## src/rtl/yadro_pkg.sv

```systemverilog
// Shared types and constants for the yadro result path (yadro_equation -> yadro_result_buffer).
package yadro_pkg;

  localparam int YADRO_WIDTH = 32;
  localparam int DROP_CNT_W  = 16;

  typedef logic signed [YADRO_WIDTH-1:0] yadro_data_t;

  function automatic logic [DROP_CNT_W-1:0] sat_inc(input logic [DROP_CNT_W-1:0] v);
    return (&v) ? v : v + 1'b1;
  endfunction

endpackage

```

## src/rtl/yadro_result_buffer_mem.sv

```systemverilog
// DEPTH x WIDTH register array: one synchronous write port, one asynchronous read port.
module yadro_result_buffer_mem #(
  parameter int WIDTH = 32,
  parameter int DEPTH = 8,
  parameter int AW    = $clog2(DEPTH)
) (
  input  logic                    clk,
  input  logic                    we,
  input  logic [AW-1:0]           waddr,
  input  logic signed [WIDTH-1:0] wdata,
  input  logic [AW-1:0]           raddr,
  output logic signed [WIDTH-1:0] rdata
);

  logic signed [WIDTH-1:0] mem_q [DEPTH];

  always_ff @(posedge clk) begin
    if (we) begin
      mem_q[waddr] <= wdata;
    end
  end

  assign rdata = mem_q[raddr];

endmodule

```

## src/rtl/yadro_result_buffer.sv

```systemverilog
// Burst-absorbing FWFT FIFO behind yadro_equation with sticky loss flag.
// Optional saturating drop counter enabled by YADRO_RESULT_BUFFER_DROP_CNT_EN.
module yadro_result_buffer
  import yadro_pkg::*;
#(
  parameter int WIDTH = YADRO_WIDTH,
  parameter int DEPTH = 8
) (
  input  logic                    clk,
  input  logic                    rst,
  input  logic                    res_vld,
  input  logic signed [WIDTH-1:0] res,
  output logic                    out_vld,
  input  logic                    out_rdy,
  output logic signed [WIDTH-1:0] out_data,
  output logic [$clog2(DEPTH):0]  fill,
  output logic                    full,
  output logic                    overflow
`ifdef YADRO_RESULT_BUFFER_DROP_CNT_EN
  ,
  output logic [DROP_CNT_W-1:0]   drop_cnt
`endif
);

  localparam int AW = $clog2(DEPTH);

  logic [AW-1:0] wr_ptr_q, wr_ptr_d;
  logic [AW-1:0] rd_ptr_q, rd_ptr_d;
  logic [AW:0]   fill_q, fill_d;
  logic          overflow_q, overflow_d;
  logic          push, pop, drop;
  logic signed [WIDTH-1:0] rd_data;

  assign out_vld  = (fill_q != '0);
  assign full     = (fill_q == (AW+1)'(DEPTH));
  assign fill     = fill_q;
  assign overflow = overflow_q;

  // A pop frees the head slot in the same cycle, so a full FIFO still accepts.
  assign pop  = out_vld & out_rdy;
  assign push = res_vld & (~full | pop);
  assign drop = res_vld & full & ~pop;

  always_comb begin
    wr_ptr_d   = wr_ptr_q;
    rd_ptr_d   = rd_ptr_q;
    fill_d     = fill_q;
    overflow_d = overflow_q | drop;
    if (push) wr_ptr_d = wr_ptr_q + 1'b1;
    if (pop)  rd_ptr_d = rd_ptr_q + 1'b1;
    case ({push, pop})
      2'b10:   fill_d = fill_q + 1'b1;
      2'b01:   fill_d = fill_q - 1'b1;
      default: fill_d = fill_q;
    endcase
  end

  always_ff @(posedge clk) begin
    if (rst) begin
      wr_ptr_q   <= '0;
      rd_ptr_q   <= '0;
      fill_q     <= '0;
      overflow_q <= 1'b0;
    end else begin
      wr_ptr_q   <= wr_ptr_d;
      rd_ptr_q   <= rd_ptr_d;
      fill_q     <= fill_d;
      overflow_q <= overflow_d;
    end
  end

  yadro_result_buffer_mem #(
    .WIDTH (WIDTH),
    .DEPTH (DEPTH),
    .AW    (AW)
  ) u_mem (
    .clk   (clk),
    .we    (push & ~rst),
    .waddr (wr_ptr_q),
    .wdata (res),
    .raddr (rd_ptr_q),
    .rdata (rd_data)
  );

  assign out_data = out_vld ? rd_data : '0;

`ifdef YADRO_RESULT_BUFFER_DROP_CNT_EN
  logic [DROP_CNT_W-1:0] drop_cnt_q, drop_cnt_d;

  always_comb begin
    drop_cnt_d = drop_cnt_q;
    if (drop) drop_cnt_d = sat_inc(drop_cnt_q);
  end

  always_ff @(posedge clk) begin
    if (rst) begin
      drop_cnt_q <= '0;
    end else begin
      drop_cnt_q <= drop_cnt_d;
    end
  end

  assign drop_cnt = drop_cnt_q;
`endif

endmodule

```

## config.mk

```make
export PLATFORM = sky130hd
export DESIGN_NAME = yadro_result_buffer
export DESIGN_NICKNAME = d
export VERILOG_FILES = /design/src/rtl/yadro_pkg.sv /design/src/rtl/yadro_result_buffer_mem.sv /design/src/rtl/yadro_result_buffer.sv
export SDC_FILE = /design/constraint.sdc
export NUM_CORES = 1
export LEC_CHECK = 0
export BUFFER_PORTS_ARGS = -buffer_cell sky130_fd_sc_hd__buf_2
export CAP_MARGIN = 20
export CORE_ASPECT_RATIO = 1.2
export CORE_MARGIN = 2
export CORE_UTILIZATION = 50
export DETAILED_ROUTE_END_ITERATION = 6
export GPL_TIMING_DRIVEN = 0
export PLACE_DENSITY = 0.75
export SKIP_LAST_GASP = 1
export SYNTH_ARGS = -nofsm -noshare
export SYNTH_HDL_FRONTEND = slang
export SYNTH_SLANG_ARGS = --single-unit
```

## constraint.sdc

```tcl
create_clock -name clk -period 10.2 [get_ports clk]
set_input_delay 0.51 -clock clk [delete_from_list [all_inputs] [get_ports clk]]
set_output_delay 0.51 -clock clk [all_outputs]
set_load 0.01 [all_outputs]
```

==> results.sh, run 1 <==
export IMPL_syn_area_sq_mm=0.0105
export IMPL_io_pins=75
export IMPL_placed_area_sq_mm=0.0115
export IMPL_rsz0062_at_grt="no"
export IMPL_worstPathMaxFanout=10
export IMPL_drt_iter0_drc=416
export IMPL_fin_setup_tns_ns=0
export IMPL_synthMuxAreaShare=0.170
export IMPL_cts_resized=0
export IMPL_synth_fp_nets=534
export IMPL_fp_row_count=57
export IMPL_hold_viol=0
export IMPL_syn_to_final_growth_pct=17.0
export IMPL_antenna_left=0
export IMPL_instances_no_fill=902
export IMPL_ff2ff_setup_slack_ns=7.54
export IMPL_port_buffers=74
export IMPL_clock_skew_ns=0.0118
export IMPL_crit_start="fill[2]$_SDFFE_PP0P_"
export IMPL_avgRoutedWirePerCell_um=23.0
export IMPL_synth_compound_area_share=0.0115
export IMPL_slew_headroom=0.381
export IMPL_dp_cells=860
export IMPL_grt_pass1_wl_mm=31.0
export IMPL_grt_pass1_vias=5332
export IMPL_setup_worst_path_end="out_data[27]"
export IMPL_synthArstFlopShare=0
export IMPL_ir_drop_uv=106
export IMPL_syn_instance_count=495
export IMPL_cts_sinks=270
export IMPL_r2r_cells=8
export IMPL_vias=5117
export IMPL_min_delay_start="res[11]"
export IMPL_hold_buffers=0
export IMPL_cts_buffers=24
export IMPL_cts_root_buffer="clkbuf_16"
export IMPL_synth_top_family_by_area="multiplexers"
export IMPL_synthXorXnorAreaFrac=0.00586
export IMPL_cts_tree="yes"
export IMPL_synth_edf_count=256
export IMPL_fmaxAchievable_mhz=318
export IMPL_setup_slack_ns=7.06
export IMPL_worst_hold_path_type="in2reg"
export IMPL_die_y_um=162
export IMPL_synth_cell_type_count=37
export IMPL_slew_violations=0
export IMPL_post_route_period_util=0.308
export IMPL_chipWidth_um=136
export IMPL_antenna_found_initial=3
export IMPL_vias_per_cell=5.67
export IMPL_postSynthAreaPerCell_sq_um=21.1
export IMPL_status="completed"
export IMPL_p_leak_nw=3.99
export IMPL_ys_dominant_reg_cell="edfxtp_1"
export IMPL_setup_viol=0
export IMPL_gp_congestion=0.703
export IMPL_ys_warn_count=0
export IMPL_grt_max_degree=24
export IMPL_endpoint_kind="output pin"
export IMPL_tightest_slew_ns=0.929
export IMPL_worst_hold_slack_ns=0.263
export IMPL_drv_cap=0
export IMPL_crit_type="reg2out"
export IMPL_hpwl_mm=13.6
export IMPL_dieArea_sq_mm=0.0221
export IMPL_total_power_mw=2.75
export IMPL_fin_area_sq_mm=0.0122
export IMPL_clk_pin_slew_ns=0.06
export IMPL_clk_insertion_delay_late_ns=0.51
export IMPL_grt_usage=0.192
export IMPL_core_area_sq_mm=0.0204
export IMPL_post_cts_buffers=0
export IMPL_synth_ff_latch_count=270
export IMPL_yosys_area_share_simple=0.0321
export IMPL_cts_buffer_depth=3
export IMPL_drt_first_pass_iters=4
export IMPL_drc=0
export IMPL_start_util=0.513
export IMPL_ys_seq_area_frac=0.762
export IMPL_arrival_ns=2.63
export IMPL_power_density_mw_per_mm2=224
export IMPL_routed_wl_mm=20.7
export IMPL_fin_util=0.600
export IMPL_grt_ovfl_total=0
export IMPL_ctsHtreeMaxLevel=1
export IMPL_r2r_start="fill[0]$_SDFFE_PP0P_"
export IMPL_critPathLaunchType="flip-flop"
export IMPL_drive_above_1_share=0.361
export IMPL_r2r_end="u_mem.mem_q[2][29]$_DFFE_PP_"
export IMPL_synth_fa_ha_area_frac=0.00359
export IMPL_pre_cts_slack_ns=7.40
export IMPL_required_ns=9.69
export IMPL_fin_nets=660
export IMPL_period_minus_slack_ns=3.14
## placed cells by master, fill, tap and decap left out, drive strengths merged, types with 2 or more instances in the layout
cell	instances
clkbuf	37
inv	4
edfxtp	256
nor2	45
xor2	3
mux4	64
dfxtp	14
nand3	2
a21oi	3
clkinv	9
mux2i	34
nor4	4
or2	2
ha	3
buf	120
nor3	5
o211ai	2
diode	3
xnor2	4
nand2b	4
nand2	4
bufinv	2
## worst min path at each step
stage                                        end  slack [ns]  cells after the start
finish              u_mem.mem_q[5][11]$_DFFE_PP_        0.26                      1
global route        u_mem.mem_q[7][13]$_DFFE_PP_        0.26                      1
CTS                 u_mem.mem_q[6][11]$_DFFE_PP_        0.25                      1
detailed placement           overflow$_SDFF_PP0_        0.46                      2
global placement             overflow$_SDFF_PP0_        0.46                      2
floorplan                              flip-flop        0.45                      2
## worst max-delay path, cell delays in order (launching register included)
cell	delay, ns
dfxtp_1	0.33
buf_2	0.18
nor4_2	0.73
clkbuf_1	0.54
nor2_1	0.16
buf_2	0.18
## final cells by class
class / instances / area [sq um]
Sequential cell: 270 / 7970
Timing Repair Buffer: 100 / 651
Multi-Input combinational cell: 192 / 2380
Clock inverter: 11 / 101
Clock buffer: 28 / 637
Fill cell: 1460 / 8160
Tap cell: 265 / 332
Buffer: 29 / 143
Antenna cell: 3 / 7.51
Inverter: 4 / 15.0
## metal layers
| layer | share of wire | up-vias | global-route usage |
|---|---|---|---|
| met5 | 0 | - | 0 |
| met4 | 0.015 | 0 | 0.0459 |
| met3 | 0.064 | 23 | 0.0367 |
| met2 | 0.52 | 149 | 0.331 |
| met1 | 0.40 | 2671 | 0.255 |
| li1 | - | 2274 | - |
## cells in the mapped netlist (all sizes together) (4+ instances only)
| cell | number | area share |
|---|---|---|
| nor2 | 45 | 0.016 |
| nand2 | 4 | 0.0014 |
| edfxtp | 256 | 0.73 |
| dfxtp | 14 | 0.027 |
| buf | 20 | 0.010 |
| mux4 | 64 | 0.14 |
| mux2i | 34 | 0.033 |
| clkbuf | 9 | 0.0033 |
| nand2b | 4 | 0.0024 |
| nor4 | 4 | 0.0030 |
| nor3 | 5 | 0.0024 |
| inv | 4 | 0.0014 |
| xnor2 | 4 | 0.0033 |
## flip-flops by register name, summed over array words and instances (netlist names), named ones only
| signal | count |
|---|---|
| u_mem.mem_q | 256 |
| fill | 4 |
| rd_ptr_q | 3 |
| wr_ptr_q | 3 |
| overflow | 1 |
## cell families after synthesis
family,after synthesis
buffers and inverters,33
xor gates and xnor gates,7
AOI/OAI and AO/OA,13
adders and majority gates,3
muxes,98
DFF,270
and+or+nand+nor,71
## report_power, final
group | leakage [nW] | total [mW] | internal [mW] | switching, mW
registers | 2.43 | 1.25 | 1.24 | 0.0104
logic | 1.19 | 0.643 | 0.292 | 0.350
clock network | 0.368 | 0.856 | 0.493 | 0.364
Power figures use the tool's default switching activity.
==> run 2, diff against run 1 <==
--- a/config.mk
+++ b/config.mk
@@ -12,7 +12,7 @@
 export CORE_UTILIZATION = 50
 export DETAILED_ROUTE_END_ITERATION = 6
 export GPL_TIMING_DRIVEN = 0
-export PLACE_DENSITY = 0.75
+export PLACE_DENSITY = 0.78
 export SKIP_LAST_GASP = 1
 export SYNTH_ARGS = -nofsm -noshare
 export SYNTH_HDL_FRONTEND = slang
==> constraint.sdc (replaced) <==
create_clock -name clk -period 2.6 [get_ports clk]
set_input_delay 0.13 -clock clk [delete_from_list [all_inputs] [get_ports clk]]
set_output_delay 0.13 -clock clk [all_outputs]
set_load 0.01 [all_outputs]
==> results.sh, run 2 (same netlist as run 1, synthesis figures left out) <==
export IMPL_io_pins=75
export IMPL_slew_violations=0
export IMPL_fin_area_sq_mm=0.0127
export IMPL_drv_cap=0
export IMPL_grt_pass1_wl_mm=32.6
export IMPL_post_route_period_util=0.947
export IMPL_avgRoutedWirePerCell_um=23.0
export IMPL_grt_ovfl_total=0
export IMPL_grt_max_degree=21
export IMPL_setup_slack_ns=0.137
export IMPL_antennaDiodeCount=0
export IMPL_period_minus_slack_ns=2.46
export IMPL_hpwl_mm=13.2
export IMPL_tightest_slew_ns=0.887
export IMPL_slew_headroom=0.409
export IMPL_instances_no_fill=927
export IMPL_fin_nets=684
export IMPL_p_seq_frac=0.436
export IMPL_fmaxAchievable_mhz=406
export IMPL_clockPowerShare=0.326
export IMPL_drc=0
export IMPL_p_leak_nw=4.19
export IMPL_cts_root_buffer="clkbuf_16"
export IMPL_ir_drop_uv=527
export IMPL_r2r_start="fill[3]$_SDFFE_PP0P_"
export IMPL_clock_skew_ns=0.0100
export IMPL_switching_power_mw=3.02
export IMPL_power_density_mw_per_mm2=880
export IMPL_syn_to_final_growth_pct=21.9
export IMPL_antenna_left=0
export IMPL_min_delay_start="out_rdy"
export IMPL_arrival_ns=2.33
export IMPL_cts_sinks=270
export IMPL_seqCellArea_sq_mm=0.00797
export IMPL_ctsHtreeMaxLevel=1
export IMPL_worst_hold_path_type="in2reg"
export IMPL_grt_usage=0.199
export IMPL_vias=5261
export IMPL_start_util=0.513
export IMPL_die_y_um=162
export IMPL_dieArea_sq_mm=0.0221
export IMPL_placed_area_sq_mm=0.0116
export IMPL_hold_viol=0
export IMPL_routed_wl_mm=21.3
export IMPL_status="completed"
export IMPL_clk_insertion_delay_late_ns=0.52
export IMPL_worstPathMaxFanout=10
export IMPL_final_common_cell="edfxtp_1"
export IMPL_vias_per_cell=5.68
export IMPL_largest_reg_flops=256
export IMPL_grt_pass1_vias=5719
export IMPL_clk_pin_slew_ns=0.06
export IMPL_setup_viol=0
export IMPL_cts_buffers=25
export IMPL_pre_cts_slack_ns=0.125
export IMPL_pwr_share_comb=0.237
export IMPL_critPathLaunchType="flip-flop"
export IMPL_dp_cells=850
export IMPL_swShare=0.269
export IMPL_drt_first_pass_iters=6
export IMPL_antenna_found_initial=0
export IMPL_rsz0062_at_grt="yes"
export IMPL_internal_power_mw=8.21
export IMPL_drt_iter0_drc=606
export IMPL_drive_above_1_share=0.355
export IMPL_cts_tree="yes"
export IMPL_port_buffers=74
export IMPL_core_area_sq_mm=0.0204
export IMPL_fillers=1409
export IMPL_crit_type="reg2out"
export IMPL_cts_buffer_depth=3
export IMPL_fp_row_count=57
export IMPL_layout_common_cells="edfxtp_1 (256), buf_2 (82), mux4_2 (64)"
export IMPL_gp_congestion=0.773
export IMPL_required_ns=2.47
export IMPL_regMostFlops="u_mem.mem_q"
export IMPL_chipWidth_um=136
export IMPL_multi_input_area_sq_mm=0.00244
export IMPL_endpoint_kind="output pin"
## run 2: cell types whose count changed in the layout (fill, tap and decap cells not counted), moves of 6 or more
cell	before	now
dlygate4sd3_1	0	33
buf_4	18	5
buf_1	8	1
buf_16	0	6
clkbuf_2	1	7
## run 2: final cells by class
class,count,area share
Clock inverter,14,0.0126
Timing Repair Buffer,123,0.0783
Buffer,29,0.0135
Sequential cell,270,0.625
Multi-Input combinational cell,192,0.191
Inverter,4,0.00118
Tap cell,265,0.0260
Clock buffer,30,0.0521
## run 2: worst max-delay path, stage by stage, from the launching register on
cell and delay (ns):
dfxtp_1 0.31, clkbuf_1 0.28, buf_1 0.71, mux2i_1 0.31
nor2_1 0.06, buf_2 0.14
## run 2: metrics by stage
| step | hold WS (ns) | TNS, ns | util | total power, mW |
|---|---|---|---|---|
| after global placement | 0.383 | -232.85 | 0.551 | 7.50 |
| after detailed placement | 0.394 | 0 | 0.567 | 7.60 |
| after global routing | 0.169 | -0.00484 | 0.625 | 11.6 |
| after floorplan | 0.229 | -6.61 | - | 6.72 |
| final | 0.131 | 0 | 0.625 | 11.2 |
| after CTS | 0.115 | 0 | 0.625 | 11.3 |
## run 2: worst paths after layout
kind                                       end  slack [ns]  depth (start not counted)
setup / recovery                   out_data[4]        0.14                          5
hold / removal            fill[2]$_SDFFE_PP0P_        0.13                          4
setup reg to reg  u_mem.mem_q[0][15]$_DFFE_PP_        0.23                          6
hold reg to reg            overflow$_SDFF_PP0_        0.47                          2
## run 2: what timing repair did
item / in CTS / in global routing
buffers inserted: 0 / 0
pin swaps: 0 / 1
hold buffers: 33 / 0
resized for setup: 10 / 6
hold endpoints to repair: 257 / 0
setup endpoints to repair: 32 / 18
## run 2: power by group through the flow
stage / Clock (mW) / Combinational [mW] / Sequential [mW]
after floorplan: 0 / 1.73 / 4.99
after global placement: 0 / 2.52 / 4.98
after detailed placement: 0 / 2.61 / 4.99
after CTS: 3.71 / 2.69 / 4.89
after global routing: 3.85 / 2.89 / 4.90
final: 3.66 / 2.66 / 4.90
## run 2: per-layer routing
layer | up-vias | track usage | wire length, um
li1 | 2330 | - | -
met1 | 2742 | 0.252 | 8290
met2 | 149 | 0.354 | 11500
met3 | 40 | 0.0283 | 1020
met4 | 0 | 0.0630 | 490
met5 | - | 0 | 0
